## src/rtl/stream_axi_writer.sv

```systemverilog
// Drains a 512-bit valid/ready stream into AXI4 write bursts split at 4 KiB boundaries.
// Optional B-response error tracking is enabled by defining STREAM_WR_BRESP_CHECK_EN.
module stream_axi_writer #(
    parameter int unsigned MAX_OUTSTANDING = 8,
    parameter int unsigned AXI_ID          = 0
) (
    input  logic         clk,
    input  logic         rst,
    input  logic         cfg_valid,
    input  logic [63:0]  cfg_addr,
    input  logic [33:0]  cfg_words,
    input  logic [511:0] in_data,
    input  logic         in_valid,
    output logic         in_ready,
    output logic [15:0]  awid_m,
    output logic [63:0]  awaddr_m,
    output logic [7:0]   awlen_m,
    output logic [2:0]   awsize_m,
    output logic         awvalid_m,
    input  logic         awready_m,
    output logic [511:0] wdata_m,
    output logic [63:0]  wstrb_m,
    output logic         wlast_m,
    output logic         wvalid_m,
    input  logic         wready_m,
    input  logic [15:0]  bid_m,
    input  logic [1:0]   bresp_m,
    input  logic         bvalid_m,
    output logic         bready_m,
    output logic         idle,
    output logic [33:0]  words_written,
    output logic         bresp_err
);

    localparam int unsigned PtrW  = $clog2(MAX_OUTSTANDING);
    localparam int unsigned CntW  = $clog2(MAX_OUTSTANDING + 1);
    localparam int unsigned CredW = 5;

    logic [63:0]      aw_addr_q, aw_addr_d;
    logic [33:0]      aw_words_q, aw_words_d;
    logic [33:0]      w_words_q, w_words_d;
    logic [33:0]      words_written_q, words_written_d;
    logic [CredW-1:0] credits_q, credits_d;
    logic [PtrW-1:0]  lf_wr_q, lf_wr_d, lf_rd_q, lf_rd_d;
    logic [CntW-1:0]  lf_cnt_q, lf_cnt_d;
    logic [5:0]       beat_q, beat_d;
    logic [5:0]       lf_mem_q [MAX_OUTSTANDING];

    logic [6:0] room;
    logic [6:0] len;
    logic [5:0] len_m1;
    logic [5:0] head_m1;
    logic       lf_nonempty;
    logic       aw_hs, w_hs, w_last_hs, b_hs, start;

    // Beats left before the next 4 KiB boundary bound every burst.
    assign room    = 7'd64 - {1'b0, aw_addr_q[11:6]};
    assign len     = (aw_words_q < {27'd0, room}) ? aw_words_q[6:0] : room;
    assign len_m1  = 6'(len - 7'd1);
    assign head_m1 = lf_mem_q[lf_rd_q];

    assign lf_nonempty = (lf_cnt_q != '0);

    assign awid_m    = 16'(AXI_ID);
    assign awaddr_m  = aw_addr_q;
    assign awlen_m   = {2'b00, len_m1};
    assign awsize_m  = 3'b110;
    assign awvalid_m = (aw_words_q != '0) && (credits_q != '0);

    assign wdata_m  = in_data;
    assign wstrb_m  = '1;
    assign wvalid_m = in_valid && lf_nonempty;
    assign wlast_m  = lf_nonempty && (beat_q == head_m1);
    assign in_ready = wready_m && lf_nonempty;

    assign bready_m = 1'b1;

    assign aw_hs     = awvalid_m && awready_m;
    assign w_hs      = wvalid_m && wready_m;
    assign w_last_hs = w_hs && wlast_m;
    assign b_hs      = bvalid_m && bready_m;

    assign idle          = (aw_words_q == '0) && (w_words_q == '0) &&
                           (credits_q == CredW'(MAX_OUTSTANDING));
    assign start         = cfg_valid && idle;
    assign words_written = words_written_q;

    always_comb begin
        aw_addr_d       = aw_addr_q;
        aw_words_d      = aw_words_q;
        w_words_d       = w_words_q;
        words_written_d = words_written_q;
        credits_d       = credits_q;
        lf_wr_d         = lf_wr_q;
        lf_rd_d         = lf_rd_q;
        lf_cnt_d        = lf_cnt_q + CntW'(aw_hs) - CntW'(w_last_hs);
        beat_d          = beat_q;

        if (start) begin
            aw_addr_d       = cfg_addr;
            aw_words_d      = cfg_words;
            w_words_d       = cfg_words;
            words_written_d = '0;
        end else begin
            if (aw_hs) begin
                aw_addr_d  = {aw_addr_q[63:12] + 52'd1, 12'h000};
                aw_words_d = aw_words_q - {27'd0, len};
            end
            if (w_hs) begin
                w_words_d       = w_words_q - 34'd1;
                words_written_d = words_written_q + 34'd1;
            end
        end

        case ({aw_hs, b_hs})
            2'b10:   credits_d = credits_q - CredW'(1);
            2'b01:   if (credits_q < CredW'(MAX_OUTSTANDING)) credits_d = credits_q + CredW'(1);
            default: credits_d = credits_q;
        endcase

        if (aw_hs) begin
            lf_wr_d = (lf_wr_q == PtrW'(MAX_OUTSTANDING - 1)) ? '0 : lf_wr_q + PtrW'(1);
        end
        if (w_last_hs) begin
            lf_rd_d = (lf_rd_q == PtrW'(MAX_OUTSTANDING - 1)) ? '0 : lf_rd_q + PtrW'(1);
            beat_d  = '0;
        end else if (w_hs) begin
            beat_d = beat_q + 6'd1;
        end
    end

    always_ff @(posedge clk) begin
        if (rst) begin
            aw_addr_q       <= '0;
            aw_words_q      <= '0;
            w_words_q       <= '0;
            words_written_q <= '0;
            credits_q       <= CredW'(MAX_OUTSTANDING);
            lf_wr_q         <= '0;
            lf_rd_q         <= '0;
            lf_cnt_q        <= '0;
            beat_q          <= '0;
        end else begin
            aw_addr_q       <= aw_addr_d;
            aw_words_q      <= aw_words_d;
            w_words_q       <= w_words_d;
            words_written_q <= words_written_d;
            credits_q       <= credits_d;
            lf_wr_q         <= lf_wr_d;
            lf_rd_q         <= lf_rd_d;
            lf_cnt_q        <= lf_cnt_d;
            beat_q          <= beat_d;
        end
    end

    // Stores awlen (len-1) of each issued burst for the W side.
    always_ff @(posedge clk) begin
        if (aw_hs) begin
            lf_mem_q[lf_wr_q] <= len_m1;
        end
    end

`ifdef STREAM_WR_BRESP_CHECK_EN
    logic bresp_err_q, bresp_err_d;
    logic unused_bid;

    assign unused_bid  = ^bid_m;
    assign bresp_err_d = start ? 1'b0 : (bresp_err_q | (b_hs && (bresp_m != 2'b00)));
    assign bresp_err   = bresp_err_q;

    always_ff @(posedge clk) begin
        if (rst) begin
            bresp_err_q <= 1'b0;
        end else begin
            bresp_err_q <= bresp_err_d;
        end
    end
`else
    logic unused_b;

    assign unused_b  = ^{bid_m, bresp_m};
    assign bresp_err = 1'b0;
`endif

endmodule
```

## config.mk

```make
export PLATFORM = sky130hd
export DESIGN_NAME = stream_axi_writer
export DESIGN_NICKNAME = d
export VERILOG_FILES = /design/src/rtl/stream_axi_writer.sv
export SDC_FILE = /design/constraint.sdc
export NUM_CORES = 1
export LEC_CHECK = 0
export CAP_MARGIN = 30
export CORE_AREA = 3 3 527 529
export DETAILED_ROUTE_END_ITERATION = 10
export DIE_AREA = 0 0 530 532
export GPL_TIMING_DRIVEN = 0
export PLACE_DENSITY = 0.3
export SKIP_LAST_GASP = 1
export SYNTH_ARGS = -nofsm -noshare
export SYNTH_HDL_FRONTEND = slang
export SYNTH_SLANG_ARGS = --single-unit
```

## constraint.sdc

```tcl
create_clock -name clk -period 5.3 [get_ports clk]
set_input_delay 1.06 -clock clk [delete_from_list [all_inputs] [get_ports clk]]
set_output_delay 1.06 -clock clk [all_outputs]
set_load 0.05 [all_outputs]
```

==> metrics.log <==
INFO  metric synth.top_cell.area_share = a little over a quarter
INFO  metric yosys-top-cells-area = sky130_fd_sc_hd__buf_4 27%, sky130_fd_sc_hd__dfxtp_1 23%, sky130_fd_sc_hd__edfxtp_1 8.7%
INFO  metric clk_transition_reported_paths = roughly 0.06 ns
INFO  metric initial_utilization = roughly 6.1%
INFO  metric grt_start_max_net_pins = 12
INFO  metric async_flop_share = 0%
INFO  metric vias_in_the_first_global_route = about 17000
INFO  metric reg2reg_depth = 21
INFO  metric finish.instance_area = ~30000 um2
INFO  metric ys_types = 75
INFO  metric cts-hold-fix-buffers = 0
INFO  metric layout.cells.most_common_list = 719 x sky130_fd_sc_hd__clkdlybuf4s50_1, 624 x sky130_fd_sc_hd__buf_4, 188 x sky130_fd_sc_hd__dfxtp_1
INFO  metric gpl.final_weighted_congestion = ~0.83
INFO  metric vdd_ir_drop_max = just over 0.2 mV
INFO  metric dp_hpwl = between 100000 and 150000 um
INFO  metric worst-r2r-setup-slack = 0.26 ns
INFO  metric fp-row-count = around 190
INFO  metric grt_antenna_before_repair = 50
INFO  metric outcome = completed
INFO  metric first_pass_grt_wire_length = roughly 160000 um
INFO  metric crit_slowest_cell = sky130_fd_sc_hd__or4_4
INFO  metric crit_path_max_fanout = 7
INFO  metric remaining_drc_errors = 0
INFO  metric synthToLayoutAreaGrowth = 86.6%
INFO  metric number_of_fill_cells_in_the_layout = 31511
INFO  metric cts_htree_levels = 2
INFO  metric drv_slew = 0
INFO  metric final_net_count = about 3500
INFO  metric routed-via-count = approximately 17000
INFO  metric cts_root_buf = sky130_fd_sc_hd__clkbuf_16
INFO  metric ioPinCount = 1343
INFO  metric tightest_hold_check_type = reg2reg
INFO  metric die-area = 282000 um2
INFO  metric dpl_cell_area = just under 30000 um2
INFO  metric tritoncts_clock_tree = built
INFO  metric critPathCaptureType = output pin
INFO  metric achievable-frequency = roughly 0.2 GHz
INFO  metric yosys.area_share.simple = 16.1%
INFO  metric drt-initial-drc-count = 716
INFO  metric routed_wirelength = around 130000 um
INFO  metric cp_cell_sequence = inv_1 > ha_2 > nor3b_4 > nand2_1 > ha_1 > or4_4 > a21o_1 > buf_12 > buf_4 > mux2i_4 > nand2_2 > nor2_4 > xnor2_2 > buf_6
INFO  metric power.static_leakage = approximately 11 nW
INFO  metric clk_path_buf_depth = 3
INFO  metric placeableCoreArea = approximately 270000 um2
INFO  metric worst_clock_skew = approximately 0.031 ns
INFO  metric grt_setup_unrepaired = true
INFO  metric detail_route.vias_per_cell = 2.59
INFO  metric worst_ep_arrival_time = 4.06 ns
INFO  metric ys_ff_latch = 238
INFO  metric synth_warnings = 0
INFO  metric timing.hold.ws = between 0.4 and 0.5 ns
INFO  metric crit_path_start_kind = flip-flop
INFO  metric layout_commonest_cell = sky130_fd_sc_hd__clkdlybuf4s50_1
INFO  metric postRouteAntennaNets = 0
INFO  metric slew_headroom = a little under two fifths
INFO  metric x_dimension_of_the_die = roughly 530 um
INFO  metric final.min_clock_period = approximately 5 ns
INFO  metric multi_input_comb_area = roughly 7000 um2
INFO  metric tritoncts_num_sinks = around 240
INFO  metric longest_individual_stage_delay_on_the_worst_path = just over 0.6 ns
INFO  metric regArea = about 5300 um2
INFO  metric clock_latency = between 0.6 and 0.7 ns
INFO  metric wl_per_cell = 20.1 um
INFO  metric crit_path_end = awlen_m[5]
INFO  metric synthesis.area_per_instance = 8.47 um2
INFO  metric postSynthCellCount = slightly below 2000
INFO  metric combinational_family_with_the_most_area_after_synthesis = buffers and inverters
INFO  metric ys_seq_area_share = a little under a third
INFO  metric r2r_start = awaddr_m[7]
INFO  metric layout_worst_path_cycle_share = 96.6%
INFO  metric worst_r2r_end = aw_words_q[31]
INFO  metric critPathLaunch = awaddr_m[7]
INFO  metric synthFlopType = sky130_fd_sc_hd__dfxtp_1
INFO  metric finalHoldViolations = 0
INFO  metric count_of_maximum_capacitance_violations = 0
INFO  metric grt_usage = 8.78%
INFO  metric synth_enable_flop_cells = 48
INFO  metric synthMuxAreaShare = around 2.7%
INFO  metric synth_largest_area_cell = sky130_fd_sc_hd__buf_4
INFO  metric total_standard_cell_area_after_synthesis = roughly 17000 um2
INFO  metric post_synth_fa_ha_maj_area_fraction = ~2.4%
INFO  metric finalSetupViolCount = 0
INFO  metric io_buffers = about 730
INFO  metric share_of_post_route_cells_with_drive_strength_above_1 = 28.2%
INFO  metric grt_remaining_overflow = 0
INFO  metric critical_path_required = approximately 4.2 ns
INFO  metric detailedPlace.worstSlack = -1.05 ns
INFO  metric timing_worst_slew_pin_value = roughly 0.93 ns
INFO  metric layout_setup_ws = ~0.18 ns
INFO  metric synth_xor_xnor_area_share = around 6.4%
INFO  metric critical_path_class = reg2out
INFO  metric firstDrtPassIters = 5
INFO  metric vertical_die_dimension = 532 um
INFO  metric synth_compound_area_share = 10.8%
INFO  metric tritoncts.num_buffers = 37
INFO  metric powerDensity = between 300 and 400 nW/um2
timing repair:
| action | in CTS | in global routing |
|---|---|---|
| pin swaps | 4 | 5 |
| setup buffers | 11 | 7 |
| gates cloned | 0 | 0 |
| setup endpoints to repair | 35 | 30 |
| gates resized for setup | 65 | 26 |
sequential cells by signal (all words and copies together), names as in the netlist, named ones only:
signal / cells
awaddr_m: 64
lf_wr_q: 3
aw_words_q: 34
credits_q: 5
beat_q: 6
lf_mem_q: 48
lf_rd_q: 3
lf_cnt_q: 4
w_words_q: 34
words_written: 34
logic make-up (layout without fill, tap and decap cells):
kind of cell / Yosys count / after routing
DFF: 238 / 238
adders and majority gates: 30 / 30
other: 2 / 105
buffers and inverters: 707 / 1548
AOI/OAI and AO/OA: 290 / 290
muxes: 30 / 30
and+or+nand+nor: 539 / 539
xor gates and xnor gates: 121 / 121
worst max-delay path: cells and delay by family, from the launching register on:
kind	cells	cell delay, ns
AO/OA/AOI/OAI	1	0.21
XOR/XNOR	1	0.17
adder cells (fa/ha/maj)	2	0.49
buffers and inverters	4	0.61
flip-flops	1	0.40
multiplexers	1	0.31
AND/OR/NAND/NOR	5	1.21
cell type report:
| type | count | share of cell area [%] |
|---|---|---|
| well taps | 3589 | 14.5 |
| flip-flops and latches | 238 | 17.0 |
| multi-input cells | 1097 | 22.6 |
| clock inverters | 14 | 0.599 |
| inverters | 36 | 0.457 |
| plain buffers | 669 | 15.6 |
| clock buffers | 52 | 3.38 |
| diodes | 18 | 0.146 |
| repair buffers | 777 | 25.6 |
synthesized netlist by cell type (20+ instances only):
| library cell | n |
|---|---|
| sky130_fd_sc_hd__buf_4 | 606 |
| sky130_fd_sc_hd__o21bai_1 | 20 |
| sky130_fd_sc_hd__a21oi_1 | 129 |
| sky130_fd_sc_hd__inv_1 | 34 |
| sky130_fd_sc_hd__dfxtp_1 | 190 |
| sky130_fd_sc_hd__nor3_1 | 57 |
| sky130_fd_sc_hd__edfxtp_1 | 48 |
| sky130_fd_sc_hd__nor2_1 | 140 |
| sky130_fd_sc_hd__ha_1 | 26 |
| sky130_fd_sc_hd__xnor2_1 | 58 |
| sky130_fd_sc_hd__nand4_1 | 33 |
| sky130_fd_sc_hd__nand3_1 | 60 |
| sky130_fd_sc_hd__o21ai_0 | 49 |
| sky130_fd_sc_hd__clkbuf_1 | 45 |
| sky130_fd_sc_hd__xor2_1 | 63 |
| sky130_fd_sc_hd__nand2_1 | 127 |
| sky130_fd_sc_hd__a211oi_1 | 20 |
| sky130_fd_sc_hd__and3_1 | 24 |
stage by stage:
step	power, mW	utilization [%]	cells	setup TNS (ns)
global route	11.7	11.3	6482	-0.0104
global placement	8.13	10.5	6356	-60.66
finish	11.0	11.3	6490	0
CTS	11.1	11.2	6465	0
floorplan	6.00	-	2042	0
detailed placement	8.24	10.7	6389	-17.91
power breakdown:
part | switching (mW) | leakage, nW | internal [mW]
clock | 1.05 | 0.595 | 1.57
combinational | 3.77 | 8.61 | 2.10
sequential | 0.287 | 1.91 | 2.18
metal layers:
layer,up-vias,share of wire (%),GRT usage [%]
met5,-,0.0084,0
met4,2,3.6,2.94
met3,158,11,3.62
met2,990,50,15.7
met1,7845,36,9.20
li1,7835,-,-
how the worst min path moves through the flow:
stage | from | end | cells past startpoint | slack [ns]
floorplan | aw_words_q[9] | aw_words_q[9] | 2 | 0.44
finish | awaddr_m[1] | awaddr_m[1] | 2 | 0.47
detailed placement | awaddr_m[1] | awaddr_m[1] | 2 | 0.46
global route | aw_words_q[12] | aw_words_q[12] | 1 | 0.49
global placement | awaddr_m[0] | awaddr_m[0] | 2 | 0.45
CTS | awaddr_m[1] | awaddr_m[1] | 2 | 0.47
(Power assumes the default switching activity.)
